File: src/rtl/i2s_audio_rx_pkg.sv
// Shared audio constants and types for the I2S receive path.
//
// Contents:
//   TIMEOUT_CYCLES : default number of clk cycles without a BCLK rising edge
//                    before the receiver drops lock.
//   I2S_SLOT_BITS  : nominal slot width used by the I2S transmitter (64 BCLK/frame).
//   rx_state_t     : receiver framing state (HUNT=0, LEFT=1, RIGHT=2).
package i2s_audio_rx_pkg;

    localparam int TIMEOUT_CYCLES = 1024;
    localparam int I2S_SLOT_BITS  = 32;

    typedef enum logic [1:0] {
        HUNT  = 2'd0,
        LEFT  = 2'd1,
        RIGHT = 2'd2
    } rx_state_t;

endpackage

File: src/rtl/i2s_audio_rx_sync_edge_detect.sv
// Two-flop synchroniser for an asynchronous pin, with an extra stage for
// rising-edge detection.
//
// Ports:
//   clk     : system clock
//   reset_b : synchronous active-low reset, clears all stages
//   pin     : asynchronous input pin
//   synced  : pin value after two flops
//   rise    : high for one cycle when synced goes 0 -> 1
module sync_edge_detect (
    input  logic clk,
    input  logic reset_b,
    input  logic pin,
    output logic synced,
    output logic rise
);

    logic meta;
    logic sync_q;
    logic prev_q;

    always_ff @(posedge clk) begin
        if (!reset_b) begin
            meta   <= 1'b0;
            sync_q <= 1'b0;
            prev_q <= 1'b0;
        end else begin
            meta   <= pin;
            sync_q <= meta;
            prev_q <= sync_q;
        end
    end

    assign synced = sync_q;
    assign rise   = sync_q & ~prev_q;

endmodule

File: src/rtl/i2s_audio_rx.sv
// I2S / left-justified serial audio receiver. Oversamples BCLK, LRCLK and
// SDATA in the clk domain and delivers MSB-aligned stereo PCM words.
//
// Ports:
//   clk       : system clock, all logic in this domain
//   reset_b   : synchronous active-low reset
//   bclk      : serial bit clock pin (async, <= clk/8)
//   lrclk     : word select pin (async), 0 = left, 1 = right
//   sdata     : serial data pin (async), MSB first
//   pcm_left  : last complete left word
//   pcm_right : last complete right word
//   pcm_valid : one-cycle pulse when pcm_left/pcm_right update
//   locked    : high while complete frames are being received
//   frame_err : one-cycle pulse when a slot ended with fewer than audio_bits bits
module i2s_audio_rx
    import i2s_audio_rx_pkg::*;
#(
    parameter int   audio_bits     = 16,
    parameter logic i2s_mode       = 1'b1,
    parameter int   timeout_cycles = TIMEOUT_CYCLES
) (
    input  logic                  clk,
    input  logic                  reset_b,
    input  logic                  bclk,
    input  logic                  lrclk,
    input  logic                  sdata,
    output logic [audio_bits-1:0] pcm_left,
    output logic [audio_bits-1:0] pcm_right,
    output logic                  pcm_valid,
    output logic                  locked,
    output logic                  frame_err
);

    localparam int CNT_W = $clog2(audio_bits) + 1;
    localparam int WD_W  = $clog2(timeout_cycles + 1);
    localparam logic [CNT_W-1:0] CNT_FULL = CNT_W'(audio_bits);
    localparam logic [WD_W-1:0]  WD_LIMIT = WD_W'(timeout_cycles);

    logic bclk_synced_unused;
    logic lr_rise_unused;
    logic sd_rise_unused;
    logic rise;
    logic lr_s;
    logic d_s;

    sync_edge_detect u_sync_bclk (
        .clk     (clk),
        .reset_b (reset_b),
        .pin     (bclk),
        .synced  (bclk_synced_unused),
        .rise    (rise)
    );

    sync_edge_detect u_sync_lrclk (
        .clk     (clk),
        .reset_b (reset_b),
        .pin     (lrclk),
        .synced  (lr_s),
        .rise    (lr_rise_unused)
    );

    sync_edge_detect u_sync_sdata (
        .clk     (clk),
        .reset_b (reset_b),
        .pin     (sdata),
        .synced  (d_s),
        .rise    (sd_rise_unused)
    );

    rx_state_t             state;
    rx_state_t             next_state;
    logic                  prev_lr;
    logic                  prev_owner;
    logic                  owner;
    logic                  boundary;
    logic                  short_slot;
    logic                  timeout;
    logic                  latch_left;
    logic                  deliver;
    logic                  err_pulse;
    logic [CNT_W-1:0]      cnt;
    logic [WD_W-1:0]       wd_cnt;
    logic [audio_bits-1:0] slot_q;
    logic [audio_bits-1:0] hold_q;

    // In standard I2S the LRCLK edge leads the data by one BCLK, so the slot
    // owner is the word-select value seen on the previous rising edge.
    assign owner      = i2s_mode ? prev_lr : lr_s;
    assign boundary   = rise && (owner != prev_owner);
    assign short_slot = (cnt < CNT_FULL);
    // A rise in the same cycle takes priority over an expiring watchdog.
    assign timeout    = !rise && (wd_cnt == WD_LIMIT);

    always_ff @(posedge clk) begin
        if (!reset_b) begin
            state <= HUNT;
        end else begin
            state <= next_state;
        end
    end

    always_comb begin
        next_state = state;
        latch_left = 1'b0;
        deliver    = 1'b0;
        err_pulse  = 1'b0;
        if (timeout) begin
            next_state = HUNT;
        end else if (boundary) begin
            case (state)
                HUNT: begin
                    if (!owner) begin
                        next_state = LEFT;
                    end
                end
                LEFT: begin
                    err_pulse = short_slot;
                    if (owner) begin
                        latch_left = 1'b1;
                        next_state = RIGHT;
                    end
                end
                RIGHT: begin
                    err_pulse = short_slot;
                    if (!owner) begin
                        deliver    = 1'b1;
                        next_state = LEFT;
                    end
                end
                default: next_state = HUNT;
            endcase
        end
    end

    always_ff @(posedge clk) begin
        if (!reset_b) begin
            prev_lr    <= 1'b0;
            prev_owner <= 1'b0;
            cnt        <= '0;
            slot_q     <= '0;
            hold_q     <= '0;
            wd_cnt     <= '0;
            pcm_left   <= '0;
            pcm_right  <= '0;
            pcm_valid  <= 1'b0;
            frame_err  <= 1'b0;
            locked     <= 1'b0;
        end else begin
            if (rise) begin
                prev_lr    <= lr_s;
                prev_owner <= owner;
                if (boundary) begin
                    // The bit sampled on the boundary edge is the new slot's MSB.
                    slot_q               <= '0;
                    slot_q[audio_bits-1] <= d_s;
                    cnt                  <= CNT_W'(1);
                end else if (short_slot) begin
                    for (int i = 0; i < audio_bits; i++) begin
                        if (cnt == CNT_W'(audio_bits - 1 - i)) begin
                            slot_q[i] <= d_s;
                        end
                    end
                    cnt <= cnt + CNT_W'(1);
                end
            end

            // slot_q still holds the slot that just ended on a boundary edge.
            if (latch_left) begin
                hold_q <= slot_q;
            end
            if (deliver) begin
                pcm_left  <= hold_q;
                pcm_right <= slot_q;
            end
            pcm_valid <= deliver;
            frame_err <= err_pulse;

            if (timeout) begin
                locked <= 1'b0;
            end else if (deliver) begin
                locked <= 1'b1;
            end

            if (rise) begin
                wd_cnt <= '0;
            end else if (wd_cnt != WD_LIMIT) begin
                wd_cnt <= wd_cnt + WD_W'(1);
            end
        end
    end

endmodule

File: config.mk
export PLATFORM = sky130hd
export DESIGN_NAME = i2s_audio_rx
export DESIGN_NICKNAME = d
export VERILOG_FILES = /design/src/rtl/i2s_audio_rx_pkg.sv /design/src/rtl/i2s_audio_rx_sync_edge_detect.sv /design/src/rtl/i2s_audio_rx.sv
export SDC_FILE = /design/constraint.sdc
export NUM_CORES = 1
export LEC_CHECK = 0
export ABC_AREA = 1
export CAP_MARGIN = 20
export CORE_UTILIZATION = 34
export DETAILED_ROUTE_END_ITERATION = 8
export PLACE_DENSITY_LB_ADDON = 0.05
export SLEW_MARGIN = 20
export SYNTH_ARGS = -nofsm -noshare
export SYNTH_HDL_FRONTEND = slang
export SYNTH_SLANG_ARGS = --single-unit
File: constraint.sdc
create_clock -name clk -period 1.5 [get_ports clk]
set_input_delay 0.3 -clock clk [delete_from_list [all_inputs] [get_ports clk]]
set_output_delay 0.3 -clock clk [all_outputs]
set_load 0.1 [all_outputs]
## Word level (Yosys, flattened, before mapping)

Cells that the tools add are included.

| cells by class | value |
|---|---|
| eq/ne operators | 22 |
| $add $sub $neg | 2 |
| reductions and logical operators | 45 |
| bitwise operators | 5 |
| order comparisons | 1 |
| multiplexer cells | 31 |

Operator list:

| cell | number |
|---|---|
| $reduce_and 3->1 | 17 |
| $eq 5x4->1 const B | 8 |
| $reduce_bool 2->1 | 17 |
| $mux 16 | 2 |
| $mux 1 | 24 |
| $eq 5x3->1 const B | 4 |
| $add 11x1->11 const B | 1 |
| $eq 11x11->1 const B | 1 |
| $ne 11x11->1 const B | 1 |
| $eq 5x2->1 const B | 2 |
| $mux 5 | 2 |
| $reduce_or 2->1 | 4 |
| $add 5x1->5 const B | 1 |
| $eq 5x1->1 const B | 1 |
| $logic_not 5->1 | 1 |
| $lt 5x5->1 const B | 1 |
| $mux 2 | 2 |
| $ne 2x2->1 const B | 2 |
| $not 1->1 | 4 |
| $pmux 2 s2 | 1 |
| $reduce_or 4->1 | 1 |
| $eq 2x1->1 const B | 1 |
| $eq 2x2->1 const B | 1 |
| $logic_and 1x1->1 | 2 |
| 5 further kinds | 5 |

| storage, ports and cells | value |
|---|---|
| flip-flop bits (word level) | 94 |
| input bits | 5 |
| word-level logic and storage cells | 140 |
| output and inout bits | 35 |

## Depth between registers and ports, before layout

Gate-level depths: netlist of the first run.

| logic depth | value |
|---|---|
| depth in word-level cells | 5 |
| mapped depth | 9 |
| mapped depth without buffers | 9 |

## Modules after synthesis

From an unflattened synthesis of the first run, not the netlist that was laid out.

| second synthesis, totals | value |
|---|---|
| cell total of the unflattened synthesis | 509 |
| area, all modules | 3,857.4 µm² |

By module, submodules not included:

| module | times used | area an instance (µm²) | seq. area each (µm²) | cells an instance |
|---|---|---|---|---|
| i2s_audio_rx | 1 | 3,579.7 | 1,741.7 | 476 |
| sync_edge_detect | 3 | 92.6 | 60.1 | 11 |

## Worst setup path after synthesis of the first run

No wires, ideal clock.

| timing | value |
|---|---|
| kind | flip-flop to flip-flop |
| start | register cnt[0] |
| end | register cnt[4] |
| setup slack | 111 ps |
| path buffers | 0 |
| data required time | 1,430 ps |
| data arrival time | 1,319 ps |
| cell stages (with the launch flop) | 7 |
| library setup time | 70 ps |
| clock period less this slack | 1,389 ps |
| cell sequence | dfxtp_1 > ha_1 > inv_1 > nor2_1 > ha_1 > or2_2 > a21oi_1 |

| between the ends | value |
|---|---|
| cells in the longest elaborated chain, start to end | 3 |
| elaborated cells between the ends (all ways) | 6 |
| those cells by class | add/sub: 1; order compare: 1; mux: 2; reduce/logical: 2 |

RTL lines:

| what | line | text |
|---|---|---|
| from (decl) | i2s_audio_rx.sv:81 | `logic [CNT_W-1:0] cnt;` |
| from (signal assigned) | i2s_audio_rx.sv:163 | `cnt <= cnt + CNT_W'(1);` |
| $add 5x1->5 / $lt 5x5->1 (equally long branches) | i2s_audio_rx.sv:163, i2s_audio_rx.sv:90 |  |
| $mux 5 / $reduce_bool 2->1 (equally long branches) | n/a |  |
| $mux 5 / $reduce_and 2->1 (equally long branches) | n/a |  |

Parallel ways exist; a longest one is shown, timed or not. The select of a mux whose other input is x is not followed.
A chain may end at the register's enable or synchronous reset.

## Worst setup path after layout of the first run

| timing | value |
|---|---|
| start | register cnt[1] |
| end | register cnt[4] |

The elaborated chain is that of the path after synthesis.

==> metrics.md, run 1 <==
| Metric | Value |
|---|---|
| Clock buffer count from CTS | 9 |
| Total of max-cap violations | 0 |
| Result of the run | complete, no violations |
| Die X | 109 um |
| Number of antenna violations at the first check in global routing | 0 |
| Final-report setup violation count | 0 |
| Synth Warn # | 0 |
| Most crowded layer after global routing | met2 |
| Port Buf Inserts | 39 |
| Max Buffers Root-to-Sink | 2 |
| Avg WL per Cell | 12.1 um |
| Wire length of the first global-routing pass | 15200 um |
| Final Util | 47.6% |
| Cts-stage hold buffer count | 0 |
| Number of fill cells in the layout | 1125 |
| Antenna diode count | 0 |
| Vias per inst | 4.54 |
| Final critical-path required period | 1.41 ns |
| H-tree depth | 3 |
| CTS tree | yes |
| Total core area | 11000 um^2 |
| Proportion of layout cells with a drive suffix above 1 | 16.0% |
| Sw Ratio | 22.4% |
| Worst-skew pair later-pin latency | 0.34 ns |
| Fin. max-slew vios | 0 |
| Final Instance Area | 5230 um^2 |
| Starting density of the core | 35.2% |
| Min-Delay Path Class | primary input to register |
| Top area cells in the synthesized netlist | sky130_fd_sc_hd__dfxtp_1 49%, sky130_fd_sc_hd__nor2_1 14%, sky130_fd_sc_hd__nand2_1 12% |
| Sequential area share after synthesis | 48.6% |
| Worst hold-check slack | 0.368 ns |
| Post-Route Skew | 0.00393 ns |
| Die Area | 11800 um^2 |
| Final antenna-violating net count | 0 |
| TritonRoute pass-1 iters | 4 |
| Endpoints failing hold | 0 |
| Number of global-route vias before repair | 3267 |
| Area Growth Syn to Fin | 35.1% |
| Area after detailed placement | 4850 um^2 |
| Final wirelength | 9000 um |
| Synth cell types | 25 |
| Power density of the placed cells | 926 nW/um^2 |
| Pin count of the biggest net entering global routing | 62 |
| Final Cycle Share | 94.3% |
| Number of clock sinks seen by CTS | 94 |
| Tot GR Track Use | 16.7% |
| DPL Wire Length | 6080 um |
| Final layout net count | 612 |
| Worst Tran Pin Value | 0.532 ns |
| FF+latch count, synth | 94 |
| Combinational power share | 4.1% |
| Setup Total Neg Slack | 0 ns |
| Clock power share | 43.3% |
| Kind of start point of the critical path | register |
| Number of nets produced by synthesis | 561 |
| Type of the setup path with the least slack | register to register |
| Arr. time, crit path | 1.68 ns |
| Std cell rows | 38 |
| CP endpoint kind | register |
| Cell area after synthesis | 3870 um^2 |
| Sum of overflow across all layers after global routing | 0 |
| Maximum operating frequency | 707 MHz |
| Worst-path clk slew | 0.06 ns |
| Met3 usage in global routing | 3.95% |
| Biggest fanout along the worst timing path | 5 |
| Share of the synthesized area in the top cell type | 48.6% |
| Dpl ws | 0.0181 ns |
| Met2 track utilization from global routing | 26.7% |
| Internal Dissipation | 3.76 mW |
| Static Leakage | 2.28 nW |
| Crit path required time | 1.77 ns |
| Die Y-Extent | 109 um |
| Cell type contributing the most total cell area after synthesis | sky130_fd_sc_hd__dfxtp_1 |
| DRC violations left | 0 |
| Total number of vias | 3365 |
| Worst vdd ir | 0.572 mV |
| Met1 usage in global routing | 21.7% |
| Last weighted congestion value of the routability-driven placer | 0.782 |
| Sequential power share | 52.6% |
| First-iteration detailed-routing DRC count | 125 |
| Post-synthesis cell count | 545 |
| Avg Cell Area, Syn | 7.10 um^2 |
| Relative slew margins | 64.5% |
| Number of primary I/O pins | 40 |
| Root Buffer | sky130_fd_sc_hd__clkbuf_16 |
| Sw Pwr | 1.08 mW |
| Minimum setup slack in the final design | 0.0861 ns |
==> Yosys cell counts <==
library cell,number
sky130_fd_sc_hd__nand4_1,1
sky130_fd_sc_hd__dfxtp_1,94
sky130_fd_sc_hd__xor2_1,3
sky130_fd_sc_hd__nor3_1,5
sky130_fd_sc_hd__ha_1,11
sky130_fd_sc_hd__a21oi_1,20
sky130_fd_sc_hd__clkbuf_2,1
sky130_fd_sc_hd__clkbuf_1,4
sky130_fd_sc_hd__nand3_1,16
sky130_fd_sc_hd__buf_1,3
sky130_fd_sc_hd__inv_2,4
sky130_fd_sc_hd__inv_1,55
sky130_fd_sc_hd__nand2_1,119
sky130_fd_sc_hd__nor3b_1,1
sky130_fd_sc_hd__o22ai_1,1
sky130_fd_sc_hd__o21ai_1,3
sky130_fd_sc_hd__nor2_1,140
sky130_fd_sc_hd__nor3_4,1
sky130_fd_sc_hd__clkinv_1,1
sky130_fd_sc_hd__o21ai_0,47
sky130_fd_sc_hd__buf_2,10
sky130_fd_sc_hd__or2_2,1
sky130_fd_sc_hd__nor2_4,2
sky130_fd_sc_hd__nand3_4,1
sky130_fd_sc_hd__nand2_2,1
==> what timing repair did <==
action                                  in CTS  in global routing
buffers inserted                             0                  4
pin swaps                                    0                  4
resized for setup                            2                 18
cloned                                       0                  1
endpoints found under the setup margin       1                 54
==> sequential cells by signal, summed over array words and instances (netlist names), 2 cells and up <==
signal	flops
cnt	5
pcm_left	16
slot_q	16
wd_cnt	11
hold_q	16
pcm_right	16
state	2
==> stage by stage <==
stage | power [mW] | std cells
2_1_floorplan | 2.72 | 545
3_3_place_gp | 2.79 | 720
3_5_place_dp | 2.80 | 720
4_1_cts | 4.91 | 736
5_1_grt | 5.04 | 741
6_report | 4.84 | 741
==> path summary, 6_finish.rpt <==
kind	from	to	slack, ns	depth (start not counted)
setup / recovery	cnt[1]	cnt[4]	0.09	6
setup reg to reg	cnt[1]	cnt[4]	0.09	6
hold reg to reg	u_sync_sdata.meta	u_sync_sdata.synced	0.41	2
hold / removal	reset_b	cnt[0]	0.37	4
==> logic make-up (layout without fill, tap and decap cells) <==
group / after synthesis / in the layout / synth area share (%)
xor gates and xnor gates: 3 / 3 / 0.679
buffers and inverters: 78 / 134 / 7.92
adders and majority gates: 11 / 11 / 3.56
DFF: 94 / 94 / 48.6
AOI/OAI and AO/OA: 71 / 71 / 9.22
and+or+nand+nor: 288 / 288 / 30.0
==> power by group through the flow <==
stage / clock (mW) / sequential, mW / combinational, mW
floorplan: 0 / 2.59 / 0.130
global placement: 0 / 2.60 / 0.193
detailed placement: 0 / 2.60 / 0.195
CTS: 2.17 / 2.55 / 0.196
global route: 2.26 / 2.55 / 0.227
finish: 2.10 / 2.55 / 0.197
==> worst max-delay path: stages (launching register included) <==
cell and delay (ns):
sky130_fd_sc_hd__dfxtp_2 0.39, sky130_fd_sc_hd__ha_4 0.15, sky130_fd_sc_hd__inv_1 0.04, sky130_fd_sc_hd__nor2_1 0.10, sky130_fd_sc_hd__ha_1 0.23, sky130_fd_sc_hd__or2_2 0.29
sky130_fd_sc_hd__a21oi_1 0.14
==> routing by layer <==
metal,part of all wire [%],vias up
met5,0,-
met4,1.4,0
met3,3.0,10
met2,44,43
met1,51,1536
li1,-,1776
==> area by class of cell <==
type	instances	area (um^2)	area share (%)
repair buffers	58	950	18.2
flip-flops and latches	94	1890	36.2
clock buffers	12	246	4.72
inverters	60	225	4.31
well taps	140	175	3.35
clock inverters	4	22.5	0.431
multi-input cells	373	1720	32.9
==> placed cells by master, fill, tap and decap left out, types with 6 or more instances in the layout <==
cell / instances
sky130_fd_sc_hd__buf_4: 13
sky130_fd_sc_hd__dfxtp_1: 88
sky130_fd_sc_hd__nand3_1: 16
sky130_fd_sc_hd__nor2_1: 134
sky130_fd_sc_hd__nand2_1: 117
sky130_fd_sc_hd__o21ai_0: 46
sky130_fd_sc_hd__clkbuf_16: 10
sky130_fd_sc_hd__ha_1: 10
sky130_fd_sc_hd__dfxtp_2: 6
sky130_fd_sc_hd__inv_1: 54
sky130_fd_sc_hd__nor2_2: 6
sky130_fd_sc_hd__buf_12: 39
sky130_fd_sc_hd__a21oi_1: 19
(Power assumes the default switching activity.)
==> inputs of run 2 (changes only) <==
- CAP_MARGIN: 20 -> 0
==> results of run 2 <==
Final layout, timing and power as in run 1 (identical DEF).
